--- src/rtl/branch_cond_unit.sv ---
// Branch condition unit: latches ALU flags, owns the PC, and resolves conditional branches.
// Latency: accept edge -> done high two cycles later; updated pc visible the cycle after done.
// Backpressure: br_ready is high only in IDLE, so at most one branch is in flight (one per 3 cycles).
//
// Ports:
//   clk, reset                  - clock and synchronous active-high reset
//   Z_in, V_in, N_in, loads     - ALU flags and status-register load strobe
//   pc_inc                      - sequential fetch request (honoured only in IDLE without a branch accept)
//   br_valid / br_ready         - branch request handshake; cond and sximm8 are sampled on accept
//   pc, status                  - current program counter and latched flags {N,V,Z}
//   done, taken                 - one-cycle commit pulse and its taken/not-taken result
//   taken_count                 - saturating taken-branch counter (only when BRANCH_STATS_EN is defined, else 0)
//
// Optional feature macro: BRANCH_STATS_EN

module branch_cond_unit #(
   parameter int              PC_W     = 9,
   parameter logic [PC_W-1:0] RESET_PC = '0
) (
   input  logic            clk,
   input  logic            reset,
   input  logic            Z_in,
   input  logic            V_in,
   input  logic            N_in,
   input  logic            loads,
   input  logic            pc_inc,
   input  logic            br_valid,
   output logic            br_ready,
   input  logic [2:0]      cond,
   input  logic [15:0]     sximm8,
   output logic [PC_W-1:0] pc,
   output logic [2:0]      status,
   output logic            done,
   output logic            taken,
   output logic [15:0]     taken_count
);

   localparam logic [1:0] S_IDLE   = 2'd0;
   localparam logic [1:0] S_EVAL   = 2'd1;
   localparam logic [1:0] S_COMMIT = 2'd2;

   logic [1:0]      r_state;
   logic [PC_W-1:0] r_pc;
   logic [2:0]      r_status;
   logic [2:0]      r_cond;
   logic [2:0]      r_flags;
   logic [PC_W-1:0] r_tgt;
   logic [PC_W-1:0] r_seq;
   logic            r_take;
   logic            r_done;

   logic            w_accept;
   logic [PC_W-1:0] w_seq;
   logic [PC_W-1:0] w_tgt;
   logic            w_take;
   logic            w_unused_imm;

   assign br_ready = (r_state == S_IDLE);
   assign w_accept = br_valid & br_ready;

   // Both addresses wrap naturally at PC_W bits; offset bits above PC_W are dropped.
   assign w_seq        = r_pc + PC_W'(1);
   assign w_tgt        = w_seq + sximm8[PC_W-1:0];
   assign w_unused_imm = ^sximm8;

   // r_flags = {N,V,Z}
   always_comb begin
      w_take = 1'b0;
      case (r_cond)
         3'b000:  w_take = 1'b1;
         3'b001:  w_take = r_flags[0];
         3'b010:  w_take = ~r_flags[0];
         3'b011:  w_take = r_flags[2] ^ r_flags[1];
         3'b100:  w_take = (r_flags[2] ^ r_flags[1]) | r_flags[0];
         default: w_take = 1'b0;
      endcase
   end

   always_ff @(posedge clk) begin
      if (reset) begin
         r_state  <= S_IDLE;
         r_pc     <= RESET_PC;
         r_status <= 3'b000;
         r_cond   <= 3'b000;
         r_flags  <= 3'b000;
         r_tgt    <= '0;
         r_seq    <= '0;
         r_take   <= 1'b0;
         r_done   <= 1'b0;
      end else begin
         if (loads) begin
            r_status <= {N_in, V_in, Z_in};
         end
         r_done <= 1'b0;
         case (r_state)
            S_IDLE: begin
               if (w_accept) begin
                  // Snapshot the pre-edge status so a same-cycle load cannot steer this branch.
                  r_cond  <= cond;
                  r_flags <= r_status;
                  r_tgt   <= w_tgt;
                  r_seq   <= w_seq;
                  r_state <= S_EVAL;
               end else if (pc_inc) begin
                  r_pc <= w_seq;
               end
            end
            S_EVAL: begin
               // done/taken are registered here so they are valid throughout COMMIT.
               r_take  <= w_take;
               r_done  <= 1'b1;
               r_state <= S_COMMIT;
            end
            S_COMMIT: begin
               r_pc    <= r_take ? r_tgt : r_seq;
               r_take  <= 1'b0;
               r_state <= S_IDLE;
            end
            default: begin
               r_state <= S_IDLE;
            end
         endcase
      end
   end

   assign pc     = r_pc;
   assign status = r_status;
   assign done   = r_done;
   assign taken  = r_take;

`ifdef BRANCH_STATS_EN
   logic [15:0] r_taken_count;

   always_ff @(posedge clk) begin
      if (reset) begin
         r_taken_count <= 16'h0000;
      end else if ((r_state == S_COMMIT) && r_take && (r_taken_count != 16'hFFFF)) begin
         r_taken_count <= r_taken_count + 16'd1;
      end
   end

   assign taken_count = r_taken_count;
`else
   assign taken_count = 16'h0000;
`endif

endmodule

--- config.mk ---
export PLATFORM = sky130hd
export DESIGN_NAME = branch_cond_unit
export DESIGN_NICKNAME = d
export VERILOG_FILES = /design/src/rtl/branch_cond_unit.sv
export SDC_FILE = /design/constraint.sdc
export NUM_CORES = 1
export LEC_CHECK = 0
export CORE_ASPECT_RATIO = 1.25
export CORE_MARGIN = 3
export CORE_UTILIZATION = 49
export DETAILED_ROUTE_END_ITERATION = 12
export PLACE_DENSITY = 0.81
export SYNTH_ARGS = -nofsm -noshare
export SYNTH_HDL_FRONTEND = slang
export SYNTH_SLANG_ARGS = --single-unit
--- constraint.sdc ---
create_clock -name clk -period 2.9 [get_ports clk]
set_clock_uncertainty 0.15 [all_clocks]
set_input_delay 0.725 -clock clk [delete_from_list [all_inputs] [get_ports clk]]
set_output_delay 0.725 -clock clk [all_outputs]
set_load 0.005 [all_outputs]
# Word level (Yosys, flattened, before mapping)
# Index checks and enable logic that the tools add are counted.
# totals
word_cells,39
input_bits,27
reg_bits,40
output_inout_bits,31
# op_classes
n_mux,9
addsub,2
bitwise,4
reduce_logical,6
eq_ne,9
# ops
operator,count
9-bit two-way mux,3
9-bit one-hot mux with 2 select lines,1
"9-bit by 1-bit adder with 9-bit output, second input constant",1
9-bit adder,1
"3-bit by 2-bit == test with 1-bit output, second input constant",2
1-bit one-hot mux with 5 select lines,1
"2-bit inequality test, second input constant",2
2-bit one-hot mux with 2 select lines,1
2-bit nonzero test,2
"3-bit by 1-bit == test with 1-bit output, second input constant",1
"3-bit == test, second input constant",1
3-bit zero test,1
3-bit AND reduction,1
"2-bit by 1-bit == test with 1-bit output, second input constant",1
"2-bit == test, second input constant",1
2-bit zero test,1
2-bit two-way mux,1
"2-bit by 1-bit inequality test with 1-bit output, second input constant",1
1-bit one-hot mux with 2 select lines,1
2-bit AND reduction,1
1-bit bitwise AND,1
1-bit two-way mux,1
1-bit inverter,1
1-bit OR,1
1-bit bitwise XOR,1

# Logic depth before layout (Yosys ltp)
# logic_depth
depth_word,4
mapped_depth,9
ltp_nobuf,9

# Worst setup path after synthesis
# OpenSTA, ideal clock, no wires.
# synth_timing
path_kind,reg-to-reg
start,"register r_pc[0], in the netlist pc[0]"
end,register r_tgt[8]
path_slack_ns,0.545
setup_ns,0.074
path_stages_with_launch,10
n_path_buf,0
synth_period_minus_slack_ns,2.355
t_required_ns,2.676
arrival_time_ns,2.131
path_cell_list,dfxtp_1 -> ha_1 -> nand3_2 -> nor2_1 -> xor2_1 -> ha_1 -> o21ai_0 -> a31oi_1 -> or3_1 -> a31oi_1
# synth_between
elab_chain_len,2
# synth_rtl
item,line,rtl
start: declaration,43,logic [PC_W-1:0] r_pc;
start signal: assignment,105,r_pc <= w_seq;
start signal: assignment,115,r_pc <= r_take ? r_tgt : r_seq;
9-bit by 1-bit adder with 9-bit output,62,assign w_seq = r_pc + PC_W'(1);
net w_seq[6],53,logic [PC_W-1:0] w_seq;
9-bit adder,63,assign w_tgt = w_seq + sximm8[PC_W-1:0];
end signal: assignment,101,r_tgt <= w_tgt;
end: declaration,47,logic [PC_W-1:0] r_tgt;
# The timed path passes the listed nets, and every way through them passes these cells.
# A chain may end at the register's enable or synchronous reset.

# Worst setup path after layout
# Ends and elaborated chain as after synthesis.

==> results.yml <==
finish:
  diodes: 0
  multiInputGateArea_mm2: 0.00137
  drive_gt1_share_pct: 7.81
  final_cell_mix: "40 x dfxtp_1, 39 x nand2_1, 34 x clkdlybuf4s50_1"
  design_area_mm2: 0.00278
  post-route-util_pct: 61.9
  synthToLayoutAreaGrowth_pct: 20.4
  nets: 360
  seq_area_um2: 801
  final_common_cell: "dfxtp_1"
  final.fill_count: 414
logic_synthesis:
  yosys_warnings: 0
  netlist_instances: 283
  avgSynthCellArea_um2: 8.16
  synth-seq-cells: 40
  synth_area_mm2: 0.00231
  synthTopCellsByArea: "dfxtp_1 35%, ha_1 7.0%, nand2_1 6.3%, a21oi_1 5.6%, mux2i_1 5.6%"
  yosysTopAreaCellShare_pct: 34.7
  ys_seq_area_share_pct: 34.7
  synth_edf_count: 0
  post_synth_num_cell_types: 45
  synth_ff_type: "dfxtp_1"
  async_reset_ff_share_pct: 0
  synth_area_leader_cell: "dfxtp_1"
route:
  totalWireLength_mm: 4.89
  drt-initial-drc-count: 103
  via_count: 2047
  drc_errors: 0
  dr.pass1.iters: 5
  routedWlPerCell_um: 12.9
  viasPerCell: 5.42
  ant_nets: 0
worst_setup_path:
  r2r_slack_ps: 230
  arrival_ps: 2740
  cp.required_ps: 2970
  crit_fanout: 7
  cp-start-kind: "flip-flop"
  endpoint_kind: "flip-flop"
  path_class: "flip-flop to flip-flop"
power:
  ir_drop_mv: 0.277
  p_leak_nw: 1.11
  total_power_mw: 1.25
  power_density_mw_per_mm2: 448
die:
  rows: 27
  io-pin-count: 58
  die_x_um: 67.4
  die_h_um: 82.8
  die-area_mm2: 0.00558
  core_mm2: 0.00449
  initial_core_util_pct: 51.4
clocking:
  cts_tree: "built"
  cts.htree.levels: 2
  cts.clk_slew.worst_paths_ps: 80
  cts-root-buf: "clkbuf_8"
  clock_latency_ps: 290
  cts_hold_buf: 0
  clockBufferDepth: 2
  cts.sinks: 40
  cts_made_buffers: 5
global_routing:
  grt_pass1_vias: 1849
  overflow: 0
  grt_antenna_before_repair: 0
  grt_max_degree: 27
  grt_usage_pct: 18.5
  grt_first_pass_wirelength_mm: 7.96
timing:
  finalCritPeriodShare_pct: 91.9
  finalMaxSlewViolations: 0
  setup_viol: 0
  fmax_ghz: 0.375
  whs_ps: 307
  slew_headroom_pct: 64.2
  hold_violations: 0
  finalCriticalPeriod_ps: 2670
  finalSetupTns_ps: 0
  grt_setup_unrepaired: "no"
  worst_pin_slew_ps: 538
min_path:
  hold_class: "flip-flop to flip-flop"
run:
  drv_cap: 0
placement:
  portBuffers: 34
  hpwl_mm: 3.60
  gp_congestion: 0.791
  place_area_mm2: 0.00268
status:
  status: "finished clean"
area by class of cell:
class,count,share of cell area [%]
inverters,10,1.35
clock inverters,2,0.360
flip-flops and latches,40,28.8
clock buffers,6,2.97
repair buffers,43,14.7
multi-input cells,219,49.3
well taps,58,2.61
power by group:
part / switching, mW / internal (mW) / total [mW]
registers: 0.0228 / 0.585 / 0.608
clock network: 0.188 / 0.190 / 0.378
logic: 0.137 / 0.125 / 0.262
timing repair:
action / in CTS / in global routing
setup endpoints to repair: 0 / 1
buffers inserted: 0 / 0
resized for setup: 0 / 2
path summary, 6_finish.rpt:
check / startpoint / endpoint / cells after the start
worst max-delay path: pc[0] / r_tgt[8] / 9
worst min-delay path: r_cond[2] / r_cond[2] / 2
worst max register to register: pc[0] / r_tgt[8] / 9
worst min register to register: r_cond[2] / r_cond[2] / 2
synthesized netlist by cell type (2+ instances only):
library cell,instances
o2bb2ai_1,2
o31ai_1,2
nor4b_1,2
xnor2_1,5
nand2_1,39
or3_1,2
a22o_1,2
buf_4,16
o21a_1,2
o211ai_1,4
mux2i_1,13
a211oi_1,3
a21oi_1,26
nor3_1,9
dfxtp_1,40
ha_1,13
nor2_1,27
a31oi_1,3
clkbuf_1,12
o21ai_0,12
xor2_1,3
a22oi_1,4
nand3_1,6
inv_1,10
nor2b_1,4
mux2_2,2
and2_1,2
registers in the layout, indices dropped and copies added, names as in the netlist:
register  flops
r_state       2
r_cond        3
r_seq         9
r_flags       3
status        3
r_tgt         9
pc            9
done          1
taken         1
through the flow:
step | instances | setup WS (ps)
final | 378 | 235
after CTS | 378 | 204
after floorplan | 298 | 545
after global placement | 370 | 33.9
after global routing | 378 | 46.1
after detailed placement | 370 | -12.6
worst max-delay path: stages, from the launching register on:
cell	delay, ps
dfxtp_1	450
ha_1	280
nand3_2	160
xnor2_1	370
ha_1	350
o211a_1	140
o31ai_2	80
a31oi_1	150
or3_1	320
a31oi_1	160
cells by family after synthesis:
kind of cell | after synthesis | share of synthesized area (%)
compound gates | 66 | 17.7
xor+xnor | 9 | 4.01
fa+ha+maj | 14 | 7.91
buf+inv | 39 | 8.99
flops | 40 | 34.7
mux | 15 | 6.61
other cells | 1 | 0.162
simple gates | 99 | 19.9
layer usage:
layer	up-vias	track usage, %	share of wire (%)
met1	959	22.5	42
met2	55	32.4	52
li1	1029	-	-
met5	-	0	0
met3	4	3.11	4.4
met4	0	6.90	0.86
Note: power is estimated with default switching activity, not from simulation.
